==> src/rtl/enemy_queue_pkg.sv <==
// Shared definitions for the enemy spawn sequencer: FSM encoding, queue entry layout,
// terminator type and per-level base-address slots.
package enemy_queue_pkg;

  typedef enum logic [2:0] {
    StIdle,
    StFetch,
    StLoad,
    StWait,
    StIssue,
    StDone
  } state_e;

  localparam int unsigned ENTRY_W  = 15;
  localparam int unsigned TS_MSB   = 14;
  localparam int unsigned TS_LSB   = 3;
  localparam int unsigned TYPE_MSB = 2;
  localparam int unsigned TYPE_LSB = 0;

  localparam logic [2:0] TYPE_END = 3'd0;

  localparam int unsigned LEVEL_TIME_W = 12;

  // Each level owns one QUEUE_DEPTH-sized slot in the queue ROM.
  localparam int unsigned LEVEL1_BASE_SLOT = 0;
  localparam int unsigned LEVEL2_BASE_SLOT = 1;
  localparam int unsigned LEVEL3_BASE_SLOT = 2;

  function automatic int unsigned level_base(input logic [1:0] lvl, input int unsigned depth);
    int unsigned base;
    case (lvl)
      2'd1:    base = LEVEL1_BASE_SLOT * depth;
      2'd2:    base = LEVEL2_BASE_SLOT * depth;
      2'd3:    base = LEVEL3_BASE_SLOT * depth;
      default: base = 0;
    endcase
    return base;
  endfunction

endpackage

==> src/rtl/level_timer.sv <==
// 12-bit saturating frame counter; clear has priority over counting.
module level_timer
  import enemy_queue_pkg::*;
(
  input  logic                    clk_25MHz,
  input  logic                    rst,
  input  logic                    clear,
  input  logic                    enable,
  input  logic                    frame_tick,
  output logic [LEVEL_TIME_W-1:0] count
);

  logic [LEVEL_TIME_W-1:0] count_q, count_d;

  always_comb begin
    count_d = count_q;
    if (clear) begin
      count_d = '0;
    end else if (enable && frame_tick && (count_q != '1)) begin
      count_d = count_q + LEVEL_TIME_W'(1);
    end
  end

  always_ff @(posedge clk_25MHz) begin
    if (rst) begin
      count_q <= '0;
    end else begin
      count_q <= count_d;
    end
  end

  assign count = count_q;

endmodule

==> src/rtl/enemy_spawn_sequencer.sv <==
// Walks a per-level enemy queue ROM and issues timed spawn requests to the allocator.
// Build option: define ENEMY_QUEUE_LOOP_EN to restart a queue at its end instead of finishing.
module enemy_spawn_sequencer
  import enemy_queue_pkg::*;
#(
  parameter int unsigned QUEUE_DEPTH = 64,
  parameter int unsigned ADDR_W      = 8
) (
  input  logic              clk_25MHz,
  input  logic              rst,
  input  logic              frame_tick,
  input  logic              start,
  input  logic [1:0]        level,
  input  logic              pause,
  output logic [ADDR_W-1:0] rom_addr,
  input  logic [14:0]       rom_data,
  output logic              spawn_valid,
  output logic [2:0]        spawn_type,
  input  logic              spawn_ready,
  output logic [11:0]       level_time,
  output logic              queue_done
);

`ifdef ENEMY_QUEUE_LOOP_EN
  localparam bit LoopEn = 1'b1;
`else
  localparam bit LoopEn = 1'b0;
`endif

  state_e               state_q, state_d;
  logic [ADDR_W-1:0]    rom_addr_q, rom_addr_d;
  logic [ADDR_W-1:0]    base_q, base_d;
  logic [ENTRY_W-1:0]   entry_q, entry_d;
  logic                 spawn_valid_q, spawn_valid_d;
  logic [2:0]           spawn_type_q, spawn_type_d;
  logic                 queue_done_q, queue_done_d;

  logic                 timer_clear;
  logic                 timer_en;
  logic                 queue_end;
  logic [ADDR_W-1:0]    last_addr;
  logic [2:0]           entry_type;
  logic [11:0]          entry_ts;

  assign last_addr  = base_q + ADDR_W'(QUEUE_DEPTH - 1);
  assign entry_type = entry_q[TYPE_MSB:TYPE_LSB];
  assign entry_ts   = entry_q[TS_MSB:TS_LSB];

  // The level clock runs only while a queue is being worked through.
  assign timer_en = (state_q inside {StFetch, StLoad, StWait, StIssue}) && !pause;

  always_comb begin
    state_d       = state_q;
    rom_addr_d    = rom_addr_q;
    base_d        = base_q;
    entry_d       = entry_q;
    spawn_valid_d = spawn_valid_q;
    spawn_type_d  = spawn_type_q;
    queue_done_d  = queue_done_q;
    timer_clear   = 1'b0;
    queue_end     = 1'b0;

    case (state_q)
      StFetch: state_d = StLoad;
      StLoad: begin
        entry_d = rom_data;
        state_d = StWait;
      end
      StWait: begin
        if (entry_type == TYPE_END) begin
          queue_end = 1'b1;
        end else if (entry_ts <= level_time) begin
          state_d       = StIssue;
          spawn_valid_d = 1'b1;
          spawn_type_d  = entry_type;
        end
      end
      StIssue: begin
        if (spawn_ready) begin
          spawn_valid_d = 1'b0;
          if (rom_addr_q == last_addr) begin
            queue_end = 1'b1;
          end else begin
            rom_addr_d = rom_addr_q + ADDR_W'(1);
            state_d    = StFetch;
          end
        end
      end
      default: ;
    endcase

    if (queue_end) begin
      if (LoopEn) begin
        rom_addr_d  = base_q;
        timer_clear = 1'b1;
        state_d     = StFetch;
      end else begin
        state_d      = StDone;
        queue_done_d = 1'b1;
      end
    end

    // A new start abandons whatever is in flight, including an unacknowledged spawn.
    if (start) begin
      spawn_valid_d = 1'b0;
      queue_done_d  = 1'b0;
      timer_clear   = 1'b1;
      if (level != 2'd0) begin
        base_d     = ADDR_W'(level_base(level, QUEUE_DEPTH));
        rom_addr_d = ADDR_W'(level_base(level, QUEUE_DEPTH));
        state_d    = StFetch;
      end else begin
        state_d = StIdle;
      end
    end
  end

  always_ff @(posedge clk_25MHz) begin
    if (rst) begin
      state_q       <= StIdle;
      rom_addr_q    <= '0;
      base_q        <= '0;
      entry_q       <= '0;
      spawn_valid_q <= 1'b0;
      spawn_type_q  <= 3'd0;
      queue_done_q  <= 1'b0;
    end else begin
      state_q       <= state_d;
      rom_addr_q    <= rom_addr_d;
      base_q        <= base_d;
      entry_q       <= entry_d;
      spawn_valid_q <= spawn_valid_d;
      spawn_type_q  <= spawn_type_d;
      queue_done_q  <= queue_done_d;
    end
  end

  level_timer u_level_timer (
    .clk_25MHz  (clk_25MHz),
    .rst        (rst),
    .clear      (timer_clear),
    .enable     (timer_en),
    .frame_tick (frame_tick),
    .count      (level_time)
  );

  assign rom_addr    = rom_addr_q;
  assign spawn_valid = spawn_valid_q;
  assign spawn_type  = spawn_type_q;
  assign queue_done  = queue_done_q;

endmodule

==> config.mk <==
export PLATFORM = sky130hd
export DESIGN_NAME = enemy_spawn_sequencer
export DESIGN_NICKNAME = d
export VERILOG_FILES = /design/src/rtl/enemy_queue_pkg.sv /design/src/rtl/level_timer.sv /design/src/rtl/enemy_spawn_sequencer.sv
export SDC_FILE = /design/constraint.sdc
export NUM_CORES = 1
export LEC_CHECK = 0
export CAP_MARGIN = 15
export CORE_MARGIN = 1
export CORE_UTILIZATION = 45
export DETAILED_ROUTE_END_ITERATION = 8
export HOLD_SLACK_MARGIN = 0.03
export PLACE_DENSITY = 0.72
export SLEW_MARGIN = 5
export SYNTH_ARGS = -nofsm -noshare
export SYNTH_HDL_FRONTEND = slang
export SYNTH_SLANG_ARGS = --single-unit
==> constraint.sdc <==
create_clock -name clk_25MHz -period 2.3 [get_ports clk_25MHz]
set_input_delay 0.46 -clock clk_25MHz [delete_from_list [all_inputs] [get_ports clk_25MHz]]
set_output_delay 0.46 -clock clk_25MHz [all_outputs]
set_load 0.02 [all_outputs]
; ---- Word-level counts from Yosys, hierarchy flattened
; Cells that the tools add are included.
; W data, S select, Z words.
[word_totals]
regBits = 51
inputBits = 23
out_inout_bits = 25
wordCells = 66
[classes]
n_addsub = 3
magnitude_cmp = 1
n_eq_ne = 15
n_mux = 23
bitwise_logic = 1
reduce_logical = 15
[ops]
columns = operator, count
row1 = $mux W8, 5
row2 = $mux W3, 6
row3 = $pmux W8 S2, 1
row4 = $add A12 B1 Y12 const B, 1
row5 = $le A12 B12 Y1, 1
row6 = $ne A12 B12 Y1 const B, 1
row7 = $ne A4 B4 Y1 const B, 3
row8 = $pmux W3 S4, 1
row9 = $add A8 B1 Y8 const B, 1
row10 = $add A8 B6 Y8 const B, 1
row11 = $eq A8 B8 Y1, 1
row12 = $mux W1, 8
row13 = $eq A3 B2 Y1 const B, 2
row14 = $reduce_bool A6 Y1, 1
row15 = $reduce_and A5 Y1, 1
row16 = $eq A2 B2 Y1 const B, 2
row17 = $ne A2 B2 Y1 const B, 2
row18 = $ne A4 B3 Y1 const B, 1
row19 = $pmux W1 S2, 2
row20 = $reduce_and A4 Y1, 1
row21 = $reduce_bool A2 Y1, 2
row22 = $reduce_bool A4 Y1, 1
row23 = $reduce_or A2 Y1, 2
row24 = $eq A3 B1 Y1 const B, 1
row25 = 8 further kinds, 10

; ---- Longest topological paths before layout
; Gate-level depths: netlist of run 1.
[depth]
word_depth = 7
depth_mapped = 8
mapped_depth_nobuf = 8

; ---- Modules after synthesis
; From an unflattened synthesis of run 1, not the netlist that was laid out.
[unflattened]
hier_cells = 283
hier_area_um2 = 2368.5
[modules_own_cells]
columns = module, instances, cells_per_inst, area_per_inst_um2, seq_area_each_um2
row1 = enemy_spawn_sequencer, 1, 206, 1732.9, 660.6
row2 = level_timer, 1, 77, 635.6, 240.2

; ---- Worst setup path before layout of run 1
; Ideal clock, no wire load.
[synth_timing]
path_type = reg2reg
from = register u_level_timer.count_q[9] (netlist: u_level_timer.count[9])
to = register spawn_type_q[0] (netlist: spawn_type[0])
setup_ps = 140
t_arrival_ps = 2092
required_time_ps = 2160
slack_ps = 68
path_stages_with_launch = 9
n_path_buf = 0
period_less_slack_ps = 2232
path_cell_list = dfxtp_1 > inv_1 > ha_1 > a21oi_1 > o21ai_1 > a2111oi_0 > a21oi_1 > nor3_1 > o32ai_1
[synth_between]
elab_chain_len = 2
[synth_rtl]
columns = item, line
row1 = "start, declared", level_timer.sv:13  ; logic [LEVEL_TIME_W-1:0] count_q, count_d;
row2 = "start signal, assigned", level_timer.sv:28  ; count_q <= count_d;
row3 = $le A12 B12 Y1, enemy_spawn_sequencer.sv:72  ; end else if (entry_ts <= level_time) begin
row4 = $reduce_and A3 Y1 (no source line), --
row5 = "end signal, assigned", enemy_spawn_sequencer.sv:133  ; spawn_type_q <= spawn_type_d;
row6 = "end, declared", enemy_spawn_sequencer.sv:35  ; logic [2:0] spawn_type_q, spawn_type_d;
; Every way passes these cells.
; A chain may end at the register's enable or synchronous reset.

; ---- Final worst setup path of run 1
[layout_timing]
from = register u_level_timer.count_q[11] (netlist: u_level_timer.count[11])
to = register spawn_type_q[2] (netlist: spawn_type[2])
; The elaborated chain is that of the path after synthesis.

==> results of run 1 <==
-- final timing paths --
kind / to / slack (ns) / depth (start not counted)
max: spawn_type[2] / 0.19 / 8
max reg2reg: spawn_type[2] / 0.19 / 8
min reg2reg: entry_q[10] / 0.46 / 2
min: entry_q[10] / 0.46 / 2
-- worst max-delay path, stage by stage, from the launching register on --
cell and delay [ns]:
dfxtp_1 0.40, inv_1 0.06, ha_1 0.32, a21oi_1 0.19, o21ai_1 0.11, a2111oi_2 0.32
a21oi_2 0.15, nand2b_1 0.22, o32ai_1 0.26
-- power breakdown --
part / switching, mW / internal [mW] / leakage (nW) / total (mW)
registers: 0.0163 / 0.794 / 0.364 / 0.811
logic: 0.0909 / 0.0910 / 0.633 / 0.182
clock network: 0.277 / 0.210 / 0.0439 / 0.487
total: 0.384 / 1.10 / 1.04 / 1.48
-- cells by family (layout without fill, tap and decap cells) --
| kind of cell | Yosys count | in the layout | synth area share (%) |
|---|---|---|---|
| and+or+nand+nor | 114 | 114 | 24.8 |
| AOI/OAI and AO/OA | 54 | 54 | 15.3 |
| DFF | 45 | 45 | 39.7 |
| buffers and inverters | 26 | 78 | 4.64 |
| xor gates and xnor gates | 19 | 19 | 7.34 |
| adders and majority gates | 14 | 14 | 7.73 |
| muxes | 1 | 1 | 0.442 |
-- repair_timing --
| action | CTS | global route |
|---|---|---|
| hold buffers | 0 | 0 |
| resized for setup | 0 | 3 |
| endpoints found under the setup margin | 0 | 5 |
| setup buffers | 0 | 0 |
-- cell type report --
class | instances | area [µm²] | share of cell area (%)
Tap cell | 67 | 83.8 | 2.87
Clock buffer | 5 | 68.8 | 2.36
Inverter | 17 | 63.8 | 2.18
Clock inverter | 3 | 17.5 | 0.600
Timing Repair Buffer | 53 | 515 | 17.6
Sequential cell | 45 | 901 | 30.8
Multi-Input combinational cell | 202 | 1270 | 43.5
-- registers in the layout, indices dropped and copies added (netlist names) --
signal	count
base_q	2
entry_q	15
queue_done	1
rom_addr	8
spawn_type	3
spawn_valid	1
state_q	3
u_level_timer.count	12
-- through the flow --
stage	total power, mW	hold slack [ns]
after global placement	1.00	0.449
final	1.48	0.461
after CTS	1.49	0.464
after detailed placement	1.00	0.452
after floorplan	0.935	0.436
after global routing	1.54	0.485
-- placed cells by master, fill, tap and decap left out, types with 3 or more instances in the layout --
cell type and instances:
a21oi_1 29, nand3_1 7, o32ai_1 3, nor3_1 5, o211ai_1 3, ha_1 14, nand2b_1 5, inv_1 17
dfxtp_1 45, and3_1 5, nand4_1 7, buf_4 6, xnor2_1 14, xor2_1 5, clkbuf_8 5, and3_2 3
nor2_1 26, nand2_1 44, clkdlybuf4s50_1 47
-- metal layers --
| metal | vias to the layer above | GRT usage [%] | part of all wire, % |
|---|---|---|---|
| met1 | 886 | 26.7 | 52 |
| met4 | 0 | 5.88 | 1.1 |
| li1 | 1046 | - | - |
| met3 | 6 | 4.56 | 2.8 |
| met5 | - | 0 | 0 |
| met2 | 30 | 28.6 | 44 |
==> run_results.csv, run 1 <==
group,metric,value,unit
status,outcome,"completed",
detailed_routing,drtIter0Drc,67,
grt,grt_max_degree,27,
grt,grt_pass1_wl,7840,µm
setup_path,worstSetupPathType,"flop to flop",
placed_design,portBuffers,47,
timing,fin_skew,0.0102,ns
timing,rsz0062_at_grt,"no",
grt,gr-total-overflow,0,
timing,setup_violations,0,
finish,n_antenna_cell,0,
setup_path,cp.required,2.50,ns
finish,fin_area,2920,µm²
finish,syn_to_final_growth,28.9,%
setup_path,setup.worst_path.start,"u_level_timer.count[11]",
timing,hold_viol,0,
logic_synthesis,syn_inst,273,
cts,cts_root_buffer,"clkbuf_8",
floorplan,start_util,47.4,%
timing,finalCriticalPeriod,2.11,ns
setup_path,crit_arrival,2.31,ns
logic_synthesis,synth_seq_area_share,39.7,%
cts,cts_buffer_depth,2,
detailed_routing,drt-vias-per-instance,5.02,
logic_synthesis,synth_area_leaders,"dfxtp_1, ha_1, nand2_1",
cts,cts.sinks,45,
setup_path,critPathLaunchType,"flop",
min_path,hold_path.class,"flop to flop",
logic_synthesis,synthesis.area,2270,µm²
setup_path,crit-reg2reg-launch,"u_level_timer.count[11]",
logic_synthesis,ys_ff_latch,45,
finish,nNetsFinal,361,
cts,htree_levels,2,
setup_path,path_max_fanout,5,
grt,grt_usage,19.0,%
logic_synthesis,synth_edf_count,0,
logic_synthesis,yosysWarnings,0,
detailed_routing,wl,4700,µm
cts,cts_tree,"yes",
timing,period_share,91.9,%
timing,slew_violations,0,
timing,worst_slew_pin_slew,0.715,ns
finish,utilization,61.0,%
min_path,min_from,"entry_q[10]",
placed_design,gp_congestion,0.776,
logic_synthesis,ys.flop_type,"dfxtp_1",
floorplan,die_area,5330,µm²
detailed_routing,firstDrtPassIters,4,
logic_synthesis,synth-async-reset-ratio,0,%
timing,slew_headroom,51.9,%
finish,stdcell_count,392,
logic_synthesis,synth_common_cells,"dfxtp_1, nand2_1, a21oi_1, nor2_1, inv_1",
grt,grt_pass1_vias,1735,
logic_synthesis,synth_top_area_cell,"dfxtp_1",
floorplan,dieHeight,73.0,µm
placed_design,dp_slack,0.100,ns
timing,setup_tns,0,ns
cts,cts.clk_slew.worst_paths,0.08,ns
detailed_routing,wl_per_cell,12.0,µm
cts,worstSkewPairLatency,0.30,ns
detailed_routing,drc,0,
power_and_ir_drop,p_leak,1.04,nW
floorplan,num_io_pins,48,
logic_synthesis,synth_cell_type_count,43,
detailed_routing,postRouteAntennaNets,0,
logic_synthesis,synth_most_common_cell,"dfxtp_1",
logic_synthesis,synth_top_area_share,39.7,%
placed_design,dp_hpwl,3540,µm
timing,max_freq,0.473,GHz
floorplan,coreArea,4790,µm²
grt,antenna_found_initial,0,
floorplan,die_x,73.0,µm
logic_synthesis,synth_fp_nets,310,
finish,num-fill-cells,444,
power_and_ir_drop,powerDensity,507,nW/µm²
finish,drive_gt1_share,8.62,%
floorplan,row_count,25,
placed_design,place_area,2830,µm²
job,cap_violations,0,
timing,fin_ws,0.187,ns
logic_synthesis,synth.avg_cell_area,8.30,µm²
power_and_ir_drop,vdd_ir_drop_max,0.000249,V
detailed_routing,dr_total_vias,1968,
placed_design,place_inst,384,
cts,cts_made_buffers,5,
setup_path,cp-end-kind,"flop",
No activity file was read; power rests on OpenSTA's default activity.
==> run 2: changes to the inputs <==
Settings changed: ABC_AREA set to 1, CTS_BUF_LIST set to sky130_fd_sc_hd__clkbuf_16, PLACE_DENSITY 0.72 to 0.71, SETUP_SLACK_MARGIN set to 0.5.
==> run_results.csv, run 2 <==
group,metric,value,unit
status,outcome,"completed",
finish,layout_common_cells,"nand2_1, inv_1, clkdlybuf4s50_1, a21oi_1, dfxtp_1",
power_and_ir_drop,power.share.clock,25.9,%
placed_design,portBuffers,47,
detailed_routing,dr_total_vias,2341,
grt,grt_pass1_wl,8780,µm
setup_path,slowest_stage,"clkdlybuf4s50_1",
floorplan,start_util,47.1,%
detailed_routing,drt-vias-per-instance,4.96,
logic_synthesis,synth_common_cells,"nand2_1, inv_1, dfxtp_1, a21oi_1, nor2_1",
detailed_routing,drtIter0Drc,105,
cts,cts_tree,"yes",
setup_path,critPathLaunchType,"flop",
cts,cts_root_buffer,"clkbuf_16",
job,cap_violations,0,
min_path,min_from,"entry_q[5]",
cts,worstSkewPairLatency,0.28,ns
setup_path,cp.required,1.84,ns
logic_synthesis,ys.flop_type,"dfxtp_1",
cts,cts_buffer_depth,2,
logic_synthesis,synth_most_common_cell,"nand2_1",
grt,grt_max_degree,32,
power_and_ir_drop,powerDensity,920,nW/µm²
finish,nNetsFinal,438,
power_and_ir_drop,p_seq_share,34.4,%
floorplan,num_io_pins,48,
timing,rsz0062_at_grt,"yes",
placed_design,dp_hpwl,4090,µm
setup_path,max_stage_delay,0.61,ns
finish,fin_area,3350,µm²
finish,syn_to_final_growth,37.4,%
detailed_routing,wl,5660,µm
grt,gr-total-overflow,0,
timing,hold_viol,0,
cts,htree_levels,2,
logic_synthesis,yosysWarnings,0,
detailed_routing,drc,0,
floorplan,dieHeight,75.6,µm
setup_path,path_delay_family,"buffers and inverters",
logic_synthesis,synthesis.area,2430,µm²
logic_synthesis,synth_cell_type_count,30,
setup_path,worstSetupPathType,"flop to output port",
logic_synthesis,synth.avg_cell_area,6.98,µm²
power_and_ir_drop,p_leak,1.36,nW
finish,final_common_cell,"nand2_1",
timing,period_share,75.1,%
timing,hold_slack,0.455,ns
logic_synthesis,synth_fp_nets,386,
placed_design,gp_congestion,0.837,
setup_path,cp.buffers_inverters,1,
power_and_ir_drop,internal_power,1.94,mW
setup_path,path_max_fanout,6,
placed_design,place_area,2980,µm²
detailed_routing,firstDrtPassIters,4,
logic_synthesis,syn_inst,349,
floorplan,coreArea,5170,µm²
power_and_ir_drop,vdd_ir_drop_max,0.000520,V
setup_path,cp-end-kind,"output port",
timing,worst_slew_pin_slew,0.487,ns
logic_synthesis,synth_top_area_cell,"dfxtp_1",
floorplan,row_count,26,
timing,max_freq,0.579,GHz
finish,top_register,"entry_q",
cts,cts_made_buffers,5,
detailed_routing,wl_per_cell,12.0,µm
setup_path,cp_cell_sequence,"clkdlybuf4s50_1",
min_path,hold_path.class,"flop to flop",
timing,setup_violations,0,
power_and_ir_drop,swShare,37.1,%
logic_synthesis,synth_area_leaders,"dfxtp_1, nand2_1, inv_1",
logic_synthesis,synth-async-reset-ratio,0,%
power_and_ir_drop,p_comb_share,39.6,%
power_and_ir_drop,design_power_total,3.08,mW
cts,postCtsHoldBufs,0,
timing,fin_skew,0.00289,ns
timing,slew_violations,0,
logic_synthesis,ys_ff_latch,45,
setup_path,crit_arrival,1.27,ns
cts,cts.clk_slew.worst_paths,0.06,ns
floorplan,die_area,5710,µm²
grt,grt_pass1_vias,2019,
setup_path,setup.worst_path.start,"u_level_timer.count[7]",
timing,slew_headroom,67.3,%
power_and_ir_drop,p_switching,1.14,mW
detailed_routing,postRouteAntennaNets,0,
grt,antenna_found_initial,0,
finish,drive_gt1_share,17.2,%
logic_synthesis,synth_edf_count,0,
setup_path,crit-reg2reg-launch,"u_level_timer.count[8]",
logic_synthesis,synth_seq_area_share,37.0,%
timing,setup_tns,0,ns
timing,finalCriticalPeriod,1.73,ns
logic_synthesis,synth_top_area_share,37.0,%
cts,cts.sinks,45,
finish,n_antenna_cell,0,
grt,grt_usage,20.3,%
floorplan,die_x,75.6,µm
finish,largest_reg_flops,15,
==> run 2: tightest hold or removal path: cells and delay by family, from the launching register on <==
kind / cells / cell delay, ns
buffers and inverters: 1 / 0.05
DFF: 1 / 0.31
AOI/OAI and AO/OA: 1 / 0.05
==> run 2: final cells by class <==
| class | count | area (µm²) |
|---|---|---|
| well taps | 70 | 87.6 |
| flip-flops and latches | 45 | 930 |
| inverters | 59 | 221 |
| clock inverters | 3 | 37.5 |
| fillers | 449 | 1830 |
| repair buffers | 50 | 497 |
| multi-input cells | 240 | 1450 |
| clock buffers | 5 | 125 |
==> run 2: cells by family (layout without fill, tap and decap cells) <==
kind of cell | Yosys count | count (layout) | synth area share, %
AO/OA/AOI/OAI | 68 | 68 | 14.4
XOR/XNOR | 11 | 11 | 3.96
adder cells (fa/ha/maj) | 14 | 14 | 7.19
buffers and inverters | 64 | 117 | 10.2
flip-flops | 45 | 45 | 37.0
AND/OR/NAND/NOR | 147 | 147 | 27.2
==> run 2: what timing repair did <==
item	4_1_cts	5_1_grt
endpoints found under the setup margin	11	20
setup buffers	0	1
pin swaps	0	12
resized for setup	8	49
endpoints found under the hold margin	0	0
==> run 2: power by group through the flow <==
| stage | Sequential, mW | Combinational [mW] | Clock, mW |
|---|---|---|---|
| after global routing | 1.09 | 1.39 | 0.839 |
| after detailed placement | 1.05 | 1.03 | 0 |
| after floorplan | 1.03 | 0.798 | 0 |
| final | 1.06 | 1.22 | 0.799 |
| after CTS | 1.03 | 1.05 | 0.807 |
| after global placement | 1.05 | 1.00 | 0 |
==> run 2: stage by stage <==
| step | worst slack [ns] | std cells | util (%) |
|---|---|---|---|
| after floorplan | 0.500 | 349 | - |
| after global placement | 0.427 | 463 | 57.6 |
| after detailed placement | 0.422 | 463 | 57.6 |
| after CTS | 0.505 | 471 | 60.8 |
| after global routing | 0.469 | 472 | 64.7 |
| final | 0.573 | 472 | 64.7 |
==> run 2: worst paths after layout <==
kind                         to  slack (ns)  depth (start not counted)
setup / recovery  level_time[7]        0.57                          1
hold / removal       entry_q[5]        0.46                          2
setup reg to reg     state_q[0]        0.62                         13
hold reg to reg      entry_q[5]        0.46                          2
==> run 2: metal layers <==
metal	vias up	global-route usage [%]	routed length [µm]
met5	-	0	0
met4	0	5.97	76
met3	9	5.03	266
met2	57	32.1	2590
met1	1048	27.5	2730
li1	1227	-	-
